## config.mk

```make
export PLATFORM = sky130hd
export DESIGN_NAME = mole_round_sequencer_flat
export DESIGN_NICKNAME = d
export VERILOG_FILES = /design/src/rtl/mole_round_sequencer_if.sv /design/src/rtl/mole_round_sequencer.sv /design/src/flat_wrapper.sv
export SDC_FILE = /design/constraint.sdc
export NUM_CORES = 1
export LEC_CHECK = 0
export ABC_AREA = 0
export CORE_MARGIN = 2
export CORE_UTILIZATION = 57
export CTS_CLUSTER_SIZE = 25
export DETAILED_ROUTE_END_ITERATION = 7
export GPL_TIMING_DRIVEN = 0
export MAX_ROUTING_LAYER = met4
export PLACE_DENSITY = 0.78
export SLEW_MARGIN = 20
export SYNTH_ARGS = -nofsm -noshare
export SYNTH_HDL_FRONTEND = slang
export SYNTH_SLANG_ARGS = --single-unit
```

## constraint.sdc

```tcl
create_clock -name clk -period 3.5 [get_ports clk]
set_clock_uncertainty 0.1 [all_clocks]
set_input_delay 0.35 -clock clk [delete_from_list [all_inputs] [get_ports clk]]
set_output_delay 0.35 -clock clk [all_outputs]
set_load 0.02 [all_outputs]
```

## src/rtl/mole_round_sequencer_if.sv

```systemverilog
// Signal bundle between the whack-a-mole round sequencer and its surroundings:
// game inputs from the board/divider/RNG side, display and status outputs back.
interface mole_round_sequencer_if #(
    parameter int NUM_HOLES = 18
);
    logic                 tick_1hz;
    logic                 speed1;
    logic                 speed2;
    logic                 speed3;
    logic [NUM_HOLES-1:0] switches;
    logic [4:0]           random_pos;
    logic [NUM_HOLES-1:0] target_led;
    logic [7:0]           timer_bcd;
    logic [15:0]          score_bcd;
    logic [1:0]           speed_level;
    logic                 game_over;

    modport master (
        output tick_1hz, speed1, speed2, speed3, switches, random_pos,
        input  target_led, timer_bcd, score_bcd, speed_level, game_over
    );

    modport slave (
        input  tick_1hz, speed1, speed2, speed3, switches, random_pos,
        output target_led, timer_bcd, score_bcd, speed_level, game_over
    );
endinterface

```

## src/rtl/mole_round_sequencer.sv

```systemverilog
// Whack-a-mole round sequencer: spawns moles, scores hits/misses in BCD,
// counts the round down on tick_1hz and holds the result when time runs out.
//
//   state    | meaning
//   S_IDLE   | after reset, waiting for a speed key to start the round
//   S_SPAWN  | one cycle: choose hole, load mole period, LEDs dark
//   S_ACTIVE | mole lit; watch switches for hit/miss, period counting down
//   S_OVER   | round finished; result held until a speed key restarts
module mole_round_sequencer #(
    parameter int CLK_HZ        = 50_000_000,
    parameter int ROUND_SECONDS = 60,
    parameter int NUM_HOLES     = 18
) (
    input logic                   clk,
    input logic                   rst_n,
    mole_round_sequencer_if.slave bus
);
    localparam int              CNT_W      = $clog2(2 * CLK_HZ);
    localparam logic [CNT_W-1:0] LOAD_SLOW = CNT_W'(2 * CLK_HZ - 1);
    localparam logic [CNT_W-1:0] LOAD_MID  = CNT_W'(3 * CLK_HZ / 2 - 1);
    localparam logic [CNT_W-1:0] LOAD_FAST = CNT_W'(CLK_HZ - 1);
    localparam logic [7:0]       TIMER_INIT = {4'(ROUND_SECONDS / 10), 4'(ROUND_SECONDS % 10)};
    localparam logic [5:0]       HOLES      = 6'(NUM_HOLES);

    typedef enum logic [1:0] {S_IDLE, S_SPAWN, S_ACTIVE, S_OVER} state_t;

    state_t               state;
    logic [2:0]           key_s1, key_s2, key_prev, key_fall;
    logic [NUM_HOLES-1:0] sw_s1, sw_s2, sw_prev, toggle;
    logic [NUM_HOLES-1:0] target_q;
    logic [7:0]           timer_q;
    logic [15:0]          score_q;
    logic [1:0]           speed_q;
    logic                 over_q;
    logic [5:0]           prev_hole;
    logic [CNT_W-1:0]     period_cnt;

    logic                 key_any;
    logic [1:0]           key_level;
    logic [5:0]           hole_raw, hole_next;
    logic [CNT_W-1:0]     period_load;
    logic                 hit, miss, tick_last;
    logic [7:0]           timer_next;

    function automatic logic [15:0] bcd_inc(input logic [15:0] v);
        logic [15:0] r;
        logic        carry;
        r     = v;
        carry = 1'b1;
        for (int i = 0; i < 4; i++) begin
            if (carry) begin
                if (r[i*4 +: 4] == 4'd9) begin
                    r[i*4 +: 4] = 4'd0;
                end else begin
                    r[i*4 +: 4] = r[i*4 +: 4] + 4'd1;
                    carry       = 1'b0;
                end
            end
        end
        return (v == 16'h9999) ? v : r;
    endfunction

    function automatic logic [15:0] bcd_dec(input logic [15:0] v);
        logic [15:0] r;
        logic        borrow;
        r      = v;
        borrow = 1'b1;
        for (int i = 0; i < 4; i++) begin
            if (borrow) begin
                if (r[i*4 +: 4] == 4'd0) begin
                    r[i*4 +: 4] = 4'd9;
                end else begin
                    r[i*4 +: 4] = r[i*4 +: 4] - 4'd1;
                    borrow      = 1'b0;
                end
            end
        end
        return (v == 16'h0000) ? v : r;
    endfunction

    // Two-flop synchronizers, then a registered edge/toggle stage. Keys idle
    // high, so their flops reset to 1 to avoid a false press out of reset.
    always_ff @(posedge clk or negedge rst_n) begin
        if (!rst_n) begin
            key_s1   <= 3'b111;
            key_s2   <= 3'b111;
            key_prev <= 3'b111;
            key_fall <= 3'b000;
            sw_s1    <= '0;
            sw_s2    <= '0;
            sw_prev  <= '0;
            toggle   <= '0;
        end else begin
            key_s1   <= {bus.speed3, bus.speed2, bus.speed1};
            key_s2   <= key_s1;
            key_prev <= key_s2;
            key_fall <= key_prev & ~key_s2;
            sw_s1    <= bus.switches;
            sw_s2    <= sw_s1;
            sw_prev  <= sw_s2;
            toggle   <= sw_s2 ^ sw_prev;
        end
    end

    always_comb begin
        key_any   = |key_fall;
        key_level = key_fall[0] ? 2'd0 : (key_fall[1] ? 2'd1 : 2'd2);
        hole_raw  = ({1'b0, bus.random_pos} < HOLES) ? {1'b0, bus.random_pos}
                                                     : {1'b0, bus.random_pos} - HOLES;
        if (hole_raw != prev_hole) begin
            hole_next = hole_raw;
        end else begin
            hole_next = (hole_raw + 6'd1 == HOLES) ? 6'd0 : hole_raw + 6'd1;
        end
        case (speed_q)
            2'd0:    period_load = LOAD_SLOW;
            2'd1:    period_load = LOAD_MID;
            default: period_load = LOAD_FAST;
        endcase
        hit        = |(toggle & target_q);
        miss       = !hit && |(toggle & ~target_q);
        tick_last  = bus.tick_1hz && (timer_q == 8'h01);
        timer_next = (timer_q[3:0] == 4'd0) ? {timer_q[7:4] - 4'd1, 4'd9}
                                            : {timer_q[7:4], timer_q[3:0] - 4'd1};
    end

    always_ff @(posedge clk or negedge rst_n) begin
        if (!rst_n) begin
            state      <= S_IDLE;
            target_q   <= '0;
            timer_q    <= TIMER_INIT;
            score_q    <= 16'h0000;
            speed_q    <= 2'd0;
            over_q     <= 1'b0;
            prev_hole  <= 6'd0;
            period_cnt <= '0;
        end else begin
            case (state)
                S_IDLE: begin
                    target_q <= '0;
                    over_q   <= 1'b0;
                    if (key_any) begin
                        speed_q <= key_level;
                        state   <= S_SPAWN;
                    end
                end
                S_SPAWN: begin
                    if (key_any) speed_q <= key_level;
                    if (bus.tick_1hz) timer_q <= timer_next;
                    if (tick_last) begin
                        target_q <= '0;
                        over_q   <= 1'b1;
                        state    <= S_OVER;
                    end else begin
                        target_q   <= NUM_HOLES'(1) << hole_next;
                        prev_hole  <= hole_next;
                        period_cnt <= period_load;
                        state      <= S_ACTIVE;
                    end
                end
                S_ACTIVE: begin
                    if (key_any) speed_q <= key_level;
                    if (hit) begin
                        score_q <= bcd_inc(score_q);
                    end else if (miss) begin
                        score_q <= bcd_dec(score_q);
                    end
                    if (period_cnt != '0) period_cnt <= period_cnt - 1'b1;
                    if (bus.tick_1hz) timer_q <= timer_next;
                    // Round end takes priority over respawn; a same-cycle hit still counts.
                    if (tick_last) begin
                        target_q <= '0;
                        over_q   <= 1'b1;
                        state    <= S_OVER;
                    end else if (hit || period_cnt == '0) begin
                        target_q <= '0;
                        state    <= S_SPAWN;
                    end
                end
                S_OVER: begin
                    target_q <= '0;
                    if (key_any) begin
                        score_q <= 16'h0000;
                        timer_q <= TIMER_INIT;
                        speed_q <= key_level;
                        over_q  <= 1'b0;
                        state   <= S_SPAWN;
                    end
                end
                default: state <= S_IDLE;
            endcase
        end
    end

    assign bus.target_led  = target_q;
    assign bus.timer_bcd   = timer_q;
    assign bus.score_bcd   = score_q;
    assign bus.speed_level = speed_q;
    assign bus.game_over   = over_q;
endmodule

```

## src/flat_wrapper.sv

```systemverilog
// flat-port wrapper written by rule: the top's interface ports become plain ports
module mole_round_sequencer_flat 
#(
    parameter int CLK_HZ        = 50_000_000,
    parameter int ROUND_SECONDS = 60,
    parameter int NUM_HOLES     = 18
)
  (clk, rst_n, bus_tick_1hz, bus_speed1, bus_speed2, bus_speed3, bus_switches, bus_random_pos, bus_target_led, bus_timer_bcd, bus_score_bcd, bus_speed_level, bus_game_over);
  mole_round_sequencer_if #(.NUM_HOLES(NUM_HOLES)) bus_i ();
  input logic clk;
  input logic rst_n;
  input wire logic [$bits(bus_i.tick_1hz)-1:0] bus_tick_1hz;
  input wire logic [$bits(bus_i.speed1)-1:0] bus_speed1;
  input wire logic [$bits(bus_i.speed2)-1:0] bus_speed2;
  input wire logic [$bits(bus_i.speed3)-1:0] bus_speed3;
  input wire logic [$bits(bus_i.switches)-1:0] bus_switches;
  input wire logic [$bits(bus_i.random_pos)-1:0] bus_random_pos;
  output wire logic [$bits(bus_i.target_led)-1:0] bus_target_led;
  output wire logic [$bits(bus_i.timer_bcd)-1:0] bus_timer_bcd;
  output wire logic [$bits(bus_i.score_bcd)-1:0] bus_score_bcd;
  output wire logic [$bits(bus_i.speed_level)-1:0] bus_speed_level;
  output wire logic [$bits(bus_i.game_over)-1:0] bus_game_over;
  assign bus_i.tick_1hz = bus_tick_1hz;
  assign bus_i.speed1 = bus_speed1;
  assign bus_i.speed2 = bus_speed2;
  assign bus_i.speed3 = bus_speed3;
  assign bus_i.switches = bus_switches;
  assign bus_i.random_pos = bus_random_pos;
  assign bus_target_led = bus_i.target_led;
  assign bus_timer_bcd = bus_i.timer_bcd;
  assign bus_score_bcd = bus_i.score_bcd;
  assign bus_speed_level = bus_i.speed_level;
  assign bus_game_over = bus_i.game_over;
  mole_round_sequencer #(.CLK_HZ(CLK_HZ), .ROUND_SECONDS(ROUND_SECONDS), .NUM_HOLES(NUM_HOLES)) u_core (.clk(clk), .rst_n(rst_n), .bus(bus_i));
endmodule
```

### Word level (Yosys, flattened, before mapping)

Index checks and enable logic that the tools add are counted.

| operators by class | value |
|---|---|
| add/sub/neg operators | 13 |
| $mul | 0 |
| divide/modulo/power cells | 0 |
| $lt $le $gt $ge | 1 |
| equality and inequality tests | 30 |
| shift-type cells | 1 |
| muxes and demuxes | 72 |
| bitwise gates (word level) | 7 |
| reduce and logical (&&, ||, !) cells | 33 |

Operator list:

| cell | number |
|---|---|
| $pmux W27 S2 | 2 |
| $mux W16 | 5 |
| $mux W4 | 14 |
| $mux W18 | 3 |
| $mux W27 | 2 |
| $pmux W18 S3 | 1 |
| $and A18 B18 Y18 | 2 |
| $reduce_or A18 Y1 | 2 |
| $pmux W16 S2 | 1 |
| $mux W1 | 28 |
| $logic_not A27 Y1 | 1 |
| $reduce_bool A27 Y1 | 1 |
| $sub A27 B1 Y27 const B | 1 |
| $mux W8 | 3 |
| $sub A4 B1 Y4 const B | 6 |
| $reduce_and A7 Y1 | 3 |
| $logic_not A4 Y1 | 5 |
| $mux W6 | 3 |
| $not A18 Y18 | 1 |
| $shl A1 B6 Y18 const A | 1 |
| $xor A18 B18 Y18 | 1 |
| $add A4 B1 Y4 const B | 4 |
| $eq A16 B16 Y1 const B | 1 |
| $eq A4 B4 Y1 const B | 4 |
| 33 further kinds | 62 |

| word-level totals | value |
|---|---|
| register bits | 164 |
| latch bits | 0 |
| RAM bits | 0 |
| memory bits (read-only) | 0 |
| bits of input ports | 29 |
| output and inout port bits | 45 |
| logic and storage cells | 177 |
| memories kept | 0 |

### Logic depth before layout (Yosys ltp)

Gate-level depths: netlist of the first run.

| depth | value |
|---|---|
| word-level depth | 20 |
| depth in mapped cells | 11 |
| gate-level depth less buffers | 10 |

### Worst setup path after synthesis of the first run

OpenSTA, ideal clock, no wires.

| timing path | value |
|---|---|
| kind | register to register |
| start | register u_core.score_q[0] (netlist: u_core.bus.score_bcd[0]) |
| end | register u_core.score_q[12] (netlist: u_core.bus.score_bcd[12]) |
| setup time | 0.125 ns |
| data arrival time | 2.804 ns |
| data required time | 3.275 ns |
| slack | 0.472 ns |
| cell stages (with the launch flop) | 10 |
| buffers on the path | 0 |
| clock period less this slack | 3.028 ns |
| path through | dfrtp_1 > inv_1 > ha_1 > or3b_2 > or3_1 > nor2_1 > a211oi_1 > o31ai_2 > or2_2 > mux2_2 |

| on the way | value |
|---|---|
| cells in the longest elaborated chain, start to end | 15 |
| elaborated cells between the ends (all ways) | 30 |
| classes of those cells | eq/ne (6); mux (21); reduce/logical (3) |

RTL lines:

| what | RTL line | RTL |
|---|---|---|
| start, declared | mole_round_sequencer.sv:32 | `logic [15:0] score_q;` |
| start signal, assigned | mole_round_sequencer.sv:164 | `score_q <= bcd_inc(score_q);` |
| start signal, assigned | mole_round_sequencer.sv:166 | `score_q <= bcd_dec(score_q);` |
| $logic_not A4 Y1 | mole_round_sequencer.sv:70 | `if (r[i*4 +: 4] == 4'd0) begin` |
| $mux W1 | mole_round_sequencer.sv:70 |  |
| $mux W1 | mole_round_sequencer.sv:165 | `end else if (miss) begin` |
| $mux W1 | mole_round_sequencer.sv:163 | `if (hit) begin` |
| $mux W1 | mole_round_sequencer.sv:138 | `case (state)` |
| $mux W1 | mole_round_sequencer.sv:69 | `if (borrow) begin` |
| $mux W1 | mole_round_sequencer.sv:165 |  |
| $mux W1 | mole_round_sequencer.sv:163 |  |
| $mux W1 | mole_round_sequencer.sv:138 |  |
| $mux W1 | mole_round_sequencer.sv:69 |  |
| $mux W1 | mole_round_sequencer.sv:165 |  |
| $mux W1 | mole_round_sequencer.sv:163 |  |
| $mux W1 | mole_round_sequencer.sv:138 |  |
| $ne A3 B1 Y1 (no source line) | - |  |
| $reduce_and A7 Y1 (no source line) (*) | - |  |

Mark *: on every way between the ends. The rest lies on a longest branch, timed or not. The select of a mux whose other input is x is not followed.
A chain may end at the register's enable or synchronous reset.

### Final worst setup path of the first run

| timing path | value |
|---|---|
| start | register u_core.score_q[1] (netlist: u_core.bus.score_bcd[1]) |
| end | register u_core.score_q[12] (netlist: u_core.bus.score_bcd[12]) |

The elaborated chain is that of the path after synthesis.

==> impl_metrics.json, run 1 <==
{
  "run_status": "completed",
  "startpoint_type": "flip-flop",
  "stdcell_area_um2": 9290,
  "fp.coreArea_um2": 13200,
  "drt_drc_violations_left": 0,
  "synth_cell_types": 74,
  "unrepaired_setup_endpoints_after_global_routing": "true",
  "starting_density_of_the_core": 0.582,
  "postSynth.asyncResetShare": 1.00,
  "clockRootBuffer": "clkbuf_16",
  "synth.yosys.warnings": 0,
  "finalMaxSlewViolations": 0,
  "fp-row-count": 42,
  "tritoncts": "yes",
  "vias": 6195,
  "max_cap_violations": 0,
  "cts.htree.levels": 4,
  "worstSetupEndpointType": "flip-flop",
  "placedInstanceArea_um2": 8650,
  "wl_mm": 18.2,
  "die_height_um": 120,
  "power.total_mw": 7.52,
  "design.die.area_um2": 14400,
  "final-seq-area_um2": 4120,
  "global_route_wire_length_before_repair_mm": 30.6,
  "worstPathRequired_ns": 3.70,
  "dp.final_hpwl_mm": 12.5,
  "tightestPinTransition_ns": 1.11,
  "drtIter0Drc": 597,
  "insertion_delay_ns": 0.42,
  "worstPathMaxFanout": 10,
  "synthFlopType": "dfrtp_1",
  "place.port_buffers": 72,
  "post_synth_inst_count": 745,
  "postRouteAntennaNets": 0,
  "grt_ovf": 0,
  "number_of_synthesized_flops_with_an_enable_pin": 0,
  "synth.avg_cell_area_um2": 10.3,
  "number_of_global_route_vias_before_repair": 6266,
  "timing.hold.ws_ns": 0.231,
  "post_syn_area_um2": 7670,
  "die_width_um": 120,
  "clock_path_buffers": 2,
  "achievable-frequency_mhz": 301,
  "powerDensity_nw_per_um2": 810,
  "max_slew_margin": 0.255,
  "synth.yosys.seq_area_share": 0.537,
  "cts.reportedPaths.clkPinSlew_ns": 0.06,
  "max-vdd-ir-drop_v": 0.000408,
  "n_antenna_cell": 0,
  "filler_cell_count": 996,
  "path_class": "flip-flop to flip-flop",
  "tritoncts.num_buffers": 17,
  "worstHoldPathType": "input port to flip-flop",
  "period_share": 0.950,
  "area_growth_syn_to_layout_pct": 21.0,
  "antenna_found_initial": 0,
  "drt-pass1-iter-count": 5,
  "layout.cells.non_filler": 1030,
  "avgRoutedWirePerCell_um": 17.7,
  "dp_cells": 994,
  "multi_input_gate_area_in_the_final_layout_um2": 3320,
  "clock_sinks": 164,
  "viasPerCell": 6.01,
  "ioPinCount": 74,
  "fin_nets": 892,
  "grt_max_degree": 86,
  "cellLeakagePower_nw": 3.91,
  "worst_ep_arrival_time_ns": 3.53,
  "gp_congestion": 0.935,
  "layout-drive-gt1-share": 0.101,
  "globalRouteTotalUtil": 0.275,
  "final-setup-viol-count": 0,
  "report.final.hold_viol_count": 0,
  "period_needed_ns": 3.33,
  "synth.net_count": 796,
  "ys_ff_latch": 164
}
==> critical path, cell delays in order (launching register included) <==
cell and delay (ns):
dfrtp_1 0.44, inv_1 0.15, ha_1 0.28, or3b_2 0.53, or3_1 0.42, nor2_1 0.13, a211oi_1 0.10, o31ai_4 0.46
or2_2 0.26, mux2_2 0.34
==> layout make-up <==
type | count | share of cell area
clock buffers | 19 | 0.0477
flip-flops and latches | 164 | 0.443
repair buffers | 77 | 0.0846
plain buffers | 27 | 0.0124
inverters | 41 | 0.0166
clock inverters | 13 | 0.0143
multi-input cells | 513 | 0.357
well taps | 176 | 0.0237
==> state kept, by name (all words and copies together), names as in the netlist, 6 cells and up <==
register and cells:
u_core.bus.score_bcd 16, u_core.prev_hole 6, u_core.bus.target_led 18, u_core.sw_s2 18, u_core.sw_s1 18, u_core.sw_prev 18, u_core.bus.timer_bcd 8, u_core.period_cnt 27
u_core.toggle 18
==> logic make-up after synthesis <==
kind of cell	synth area share
AOI/OAI and AO/OA	0.162
adders and majority gates	0.0359
muxes	0.0114
buffers and inverters	0.0349
xor gates and xnor gates	0.0422
DFF	0.537
and+or+nand+nor	0.177
==> cell usage in the layout, fill, tap and decap left out, drive strengths merged, types with 3 or more instances in the layout <==
cell and count:
mux2 6, ha 22, nor4b 5, clkdlybuf4s50 71, nor2 57, o21a 7
nand3 17, inv 51, o211ai 3, a21oi 27, a211oi 4, a22oi 10
o32ai 3, o22a 7, nand4 6, o22ai 8, a21o 6, or3 11
nor3 30, buf 16, o41ai 5, nor2b 8, o31ai 16, xnor2 10
clkbuf 35, dfrtp 153, nand2 66, nor4bb 4, o21ai 57, nand3b 3
dfstp 11, xor2 27, or3b 4, a31oi 13, nand2b 13, or4 5
nor4 13, or2 9
==> per-stage QoR <==
stage / util / setup TNS [ns] / worst slack, ns
detailed placement: 0.656 / -5.78 / -0.475
floorplan: - / 0 / 0.472
global route: 0.704 / -0.109 / -0.0393
global placement: 0.653 / -684.29 / -4.30
finish: 0.704 / 0 / 0.174
CTS: 0.702 / 0 / 0.0646
==> report_power, final <==
group          switching, mW  total [mW]  leakage, nW  internal [mW]
Clock                  0.804        1.83        0.283           1.02
Sequential             0.357        2.58         1.95           2.23
Combinational           1.90        3.11         1.67           1.21
==> timing repair <==
action                                  4_1_cts  5_1_grt
hold endpoints to repair                     68        0
hold buffers                                  1        0
endpoints found under the setup margin       10       23
resized for setup                             2        3
buffers inserted                              0        3
pin swaps                                     0        2
==> routing by layer <==
metal  up-vias  part of all wire  wire (µm)  global-route usage
met1      3077              0.43       7820               0.358
met3        43             0.043        790              0.0418
met4         0             0.022        398               0.109
li1       2858                 -          -                   -
met2       217              0.51       9210               0.439
met5         -                 0          0                   -
==> cells in the mapped netlist, types with 3 or more instances <==
library cell,n,area share
or3b_2,3,0.0034
nor2b_1,8,0.0065
nand3b_1,3,0.0029
dfstp_2,11,0.038
o22ai_1,8,0.0065
or2_2,7,0.0057
o21ai_0,41,0.027
nor4_1,12,0.0098
or4_1,5,0.0049
or3_1,10,0.0082
mux2_2,4,0.0059
o41ai_1,5,0.0057
o21a_1,7,0.0068
a22oi_1,9,0.0088
nor4b_1,4,0.0046
o31ai_1,14,0.014
nor4bb_1,4,0.0052
o22a_1,7,0.0080
o21ai_1,16,0.010
nand3_1,15,0.0098
a31oi_1,13,0.011
nand4_1,6,0.0049
dfrtp_1,153,0.50
xnor2_1,10,0.011
nor3_1,30,0.020
clkbuf_1,16,0.0078
a21o_1,6,0.0059
inv_1,41,0.020
ha_1,22,0.036
a21oi_1,26,0.017
xor2_1,27,0.031
nand2b_1,12,0.0098
a211oi_1,4,0.0039
o211ai_1,3,0.0029
buf_2,7,0.0046
nor2_1,56,0.027
nand2_1,66,0.032
buf_1,3,0.0015
==> worst paths after layout <==
check / from / endpoint / slack (ns) / depth (start not counted)
max in group asynchronous: rst_n / u_core.bus.score_bcd[6] / 2.10 / 3
worst min-delay path: bus_speed1 / u_core.key_s1[0] / 0.23 / 1
worst max register to register: u_core.bus.score_bcd[1] / u_core.bus.score_bcd[12] / 0.17 / 9
worst max-delay path: u_core.bus.score_bcd[1] / u_core.bus.score_bcd[12] / 0.17 / 9
worst min register to register: u_core.sw_s1[0] / u_core.sw_s2[0] / 0.25 / 0
min in group asynchronous: rst_n / u_core.sw_s1[6] / 0.40 / 2
(Power assumes the default switching activity.)
==> inputs of run 2 (changes only) <==
Settings changed: CELL_PAD_IN_SITES_DETAIL_PLACEMENT set to 0, CELL_PAD_IN_SITES_GLOBAL_PLACEMENT set to 1, CORE_UTILIZATION 57 to 45.
Clock period 3.5 ns to 3.6 ns, I/O delays scaled along.
==> impl_metrics.json, run 2 (synthesized netlist as in run 1, its figures left out) <==
{
  "tightestPinTransition_ns": 0.933,
  "finalMaxSlewViolations": 0,
  "max_cap_violations": 0,
  "avgRoutedWirePerCell_um": 16.0,
  "path_class": "flip-flop to flip-flop",
  "drt_drc_violations_left": 0,
  "period_share": 0.925,
  "period_needed_ns": 3.33,
  "drt-pass1-iter-count": 6,
  "run_status": "completed",
  "drtIter0Drc": 421,
  "die_width_um": 135,
  "grt_ovf": 0,
  "powerDensity_nw_per_um2": 774,
  "fin_nets": 890,
  "postRouteAntennaNets": 0,
  "global_route_wire_length_before_repair_mm": 29.0,
  "layout.cells.non_filler": 1072,
  "dp_cells": 1039,
  "area_growth_syn_to_layout_pct": 21.8,
  "starting_density_of_the_core": 0.461,
  "fp-row-count": 47,
  "clockRootBuffer": "clkbuf_16",
  "tritoncts.num_buffers": 17,
  "final_critical_path_setup_slack_ns": 0.269,
  "design.die.area_um2": 18100,
  "worstPathMaxFanout": 10,
  "mostFrequentLayoutCell": "dfrtp_1",
  "clock_sinks": 164,
  "startpoint_type": "flip-flop",
  "dp.final_hpwl_mm": 12.2,
  "largest_reg_flops": 27,
  "max_slew_margin": 0.372,
  "cts.htree.levels": 4,
  "final-setup-viol-count": 0,
  "die_height_um": 135,
  "n_antenna_cell": 0,
  "fp.coreArea_um2": 16600,
  "number_of_global_route_vias_before_repair": 5901,
  "worstSetupEndpointType": "flip-flop",
  "place.port_buffers": 72,
  "clock_path_buffers": 2,
  "grt_max_degree": 89,
  "worstHoldPathType": "input port to flip-flop",
  "antenna_found_initial": 0,
  "cts.reportedPaths.clkPinSlew_ns": 0.07,
  "timing.setup.tns_ns": 0,
  "max-vdd-ir-drop_v": 0.000394,
  "globalRouteTotalUtil": 0.207,
  "place_worst_setup_slack_ns": -0.183,
  "unrepaired_setup_endpoints_after_global_routing": "false",
  "vias": 5952,
  "max_flop_register": "u_core.period_cnt",
  "layout-drive-gt1-share": 0.0986,
  "tritoncts": "yes",
  "viasPerCell": 5.55,
  "worst_ep_arrival_time_ns": 3.53,
  "ioPinCount": 74,
  "worstPathRequired_ns": 3.80,
  "commonest_cells_after_routing_fill_and_taps_aside": "dfrtp_1 (153), clkdlybuf4s50_1 (71), nand2_1 (66), nor2_1 (56)",
  "insertion_delay_ns": 0.43,
  "achievable-frequency_mhz": 300,
  "gp_congestion": 0.839,
  "cellLeakagePower_nw": 3.91,
  "report.final.hold_viol_count": 0,
  "wl_mm": 17.1
}
-- run 2: cell types whose count changed in the layout (fill, tap and decap cells not counted) --
| cell | before | now |
|---|---|---|
| a2bb2oi_2 | 1 | 0 |
| clkinvlp_4 | 1 | 0 |
| clkbuf_1 | 16 | 15 |
| clkbuf_8 | 1 | 0 |
| inv_8 | 1 | 3 |
| bufinv_16 | 1 | 0 |
| inv_6 | 9 | 4 |
| buf_4 | 4 | 1 |
| clkinv_8 | 0 | 6 |
| buf_2 | 7 | 8 |
| a2bb2oi_1 | 1 | 2 |
| clkinv_4 | 0 | 1 |
-- run 2: final cells by class --
type,count,area (µm²)
multi-input combinational,513,3310
timing repair buffer,75,768
clock buffer,17,425
tap,220,275
buffer,27,115
fill,1395,7290
sequential,164,4120
inverter,41,154
clock inverter,15,180
-- run 2: critical path, cell delays in order (launching register included) --
cell and delay [ns]:
dfrtp_1 0.44, inv_1 0.15, ha_1 0.27, or3b_2 0.52
or3_1 0.41, nor2_1 0.17, a211oi_1 0.12, o31ai_4 0.44
or2_1 0.25, mux2_1 0.33
-- run 2: layer usage --
layer,vias to the layer above,GRT usage,wire (µm)
met5,-,-,0
met4,0,0.0743,223
met3,16,0.0312,647
met2,154,0.330,8380
met1,2923,0.271,7880
li1,2859,-,-
-- run 2: power by group --
group	switching (mW)	leakage [nW]	internal, mW
Combinational	1.78	1.66	1.17
Clock	0.850	0.295	0.939
Sequential	0.345	1.95	2.16
Total	2.97	3.91	4.27
-- run 2: what timing repair did --
item,4_1_cts,5_1_grt
hold endpoints to repair,78,0
setup endpoints to repair,2,7
resized for setup,1,3
hold buffers,1,0
buffers inserted,0,0
-- run 2: path summary, 6_finish.rpt --
check,from,to,slack [ns],cells past startpoint
setup / recovery,u_core.bus.score_bcd[1],u_core.bus.score_bcd[5],0.27,9
hold / removal,bus_speed3,u_core.key_s1[2],0.23,1
setup reg to reg,u_core.bus.score_bcd[1],u_core.bus.score_bcd[5],0.27,9
hold reg to reg,u_core.sw_s1[12],u_core.sw_s2[12],0.25,0
max in group asynchronous,rst_n,u_core.bus.timer_bcd[5],2.12,3
min in group asynchronous,rst_n,u_core.sw_s2[6],0.39,2
-- run 2: per-stage QoR --
step	total power [mW]	cell area [µm²]	hold WS, ns	util
after CTS	7.28	9340	0.222	0.561
final	7.24	9350	0.233	0.562
after detailed placement	5.44	8710	0.235	0.524
after global routing	7.75	9350	0.224	0.562
after floorplan	4.48	7670	-0.0356	-
after global placement	5.37	8670	0.233	0.521
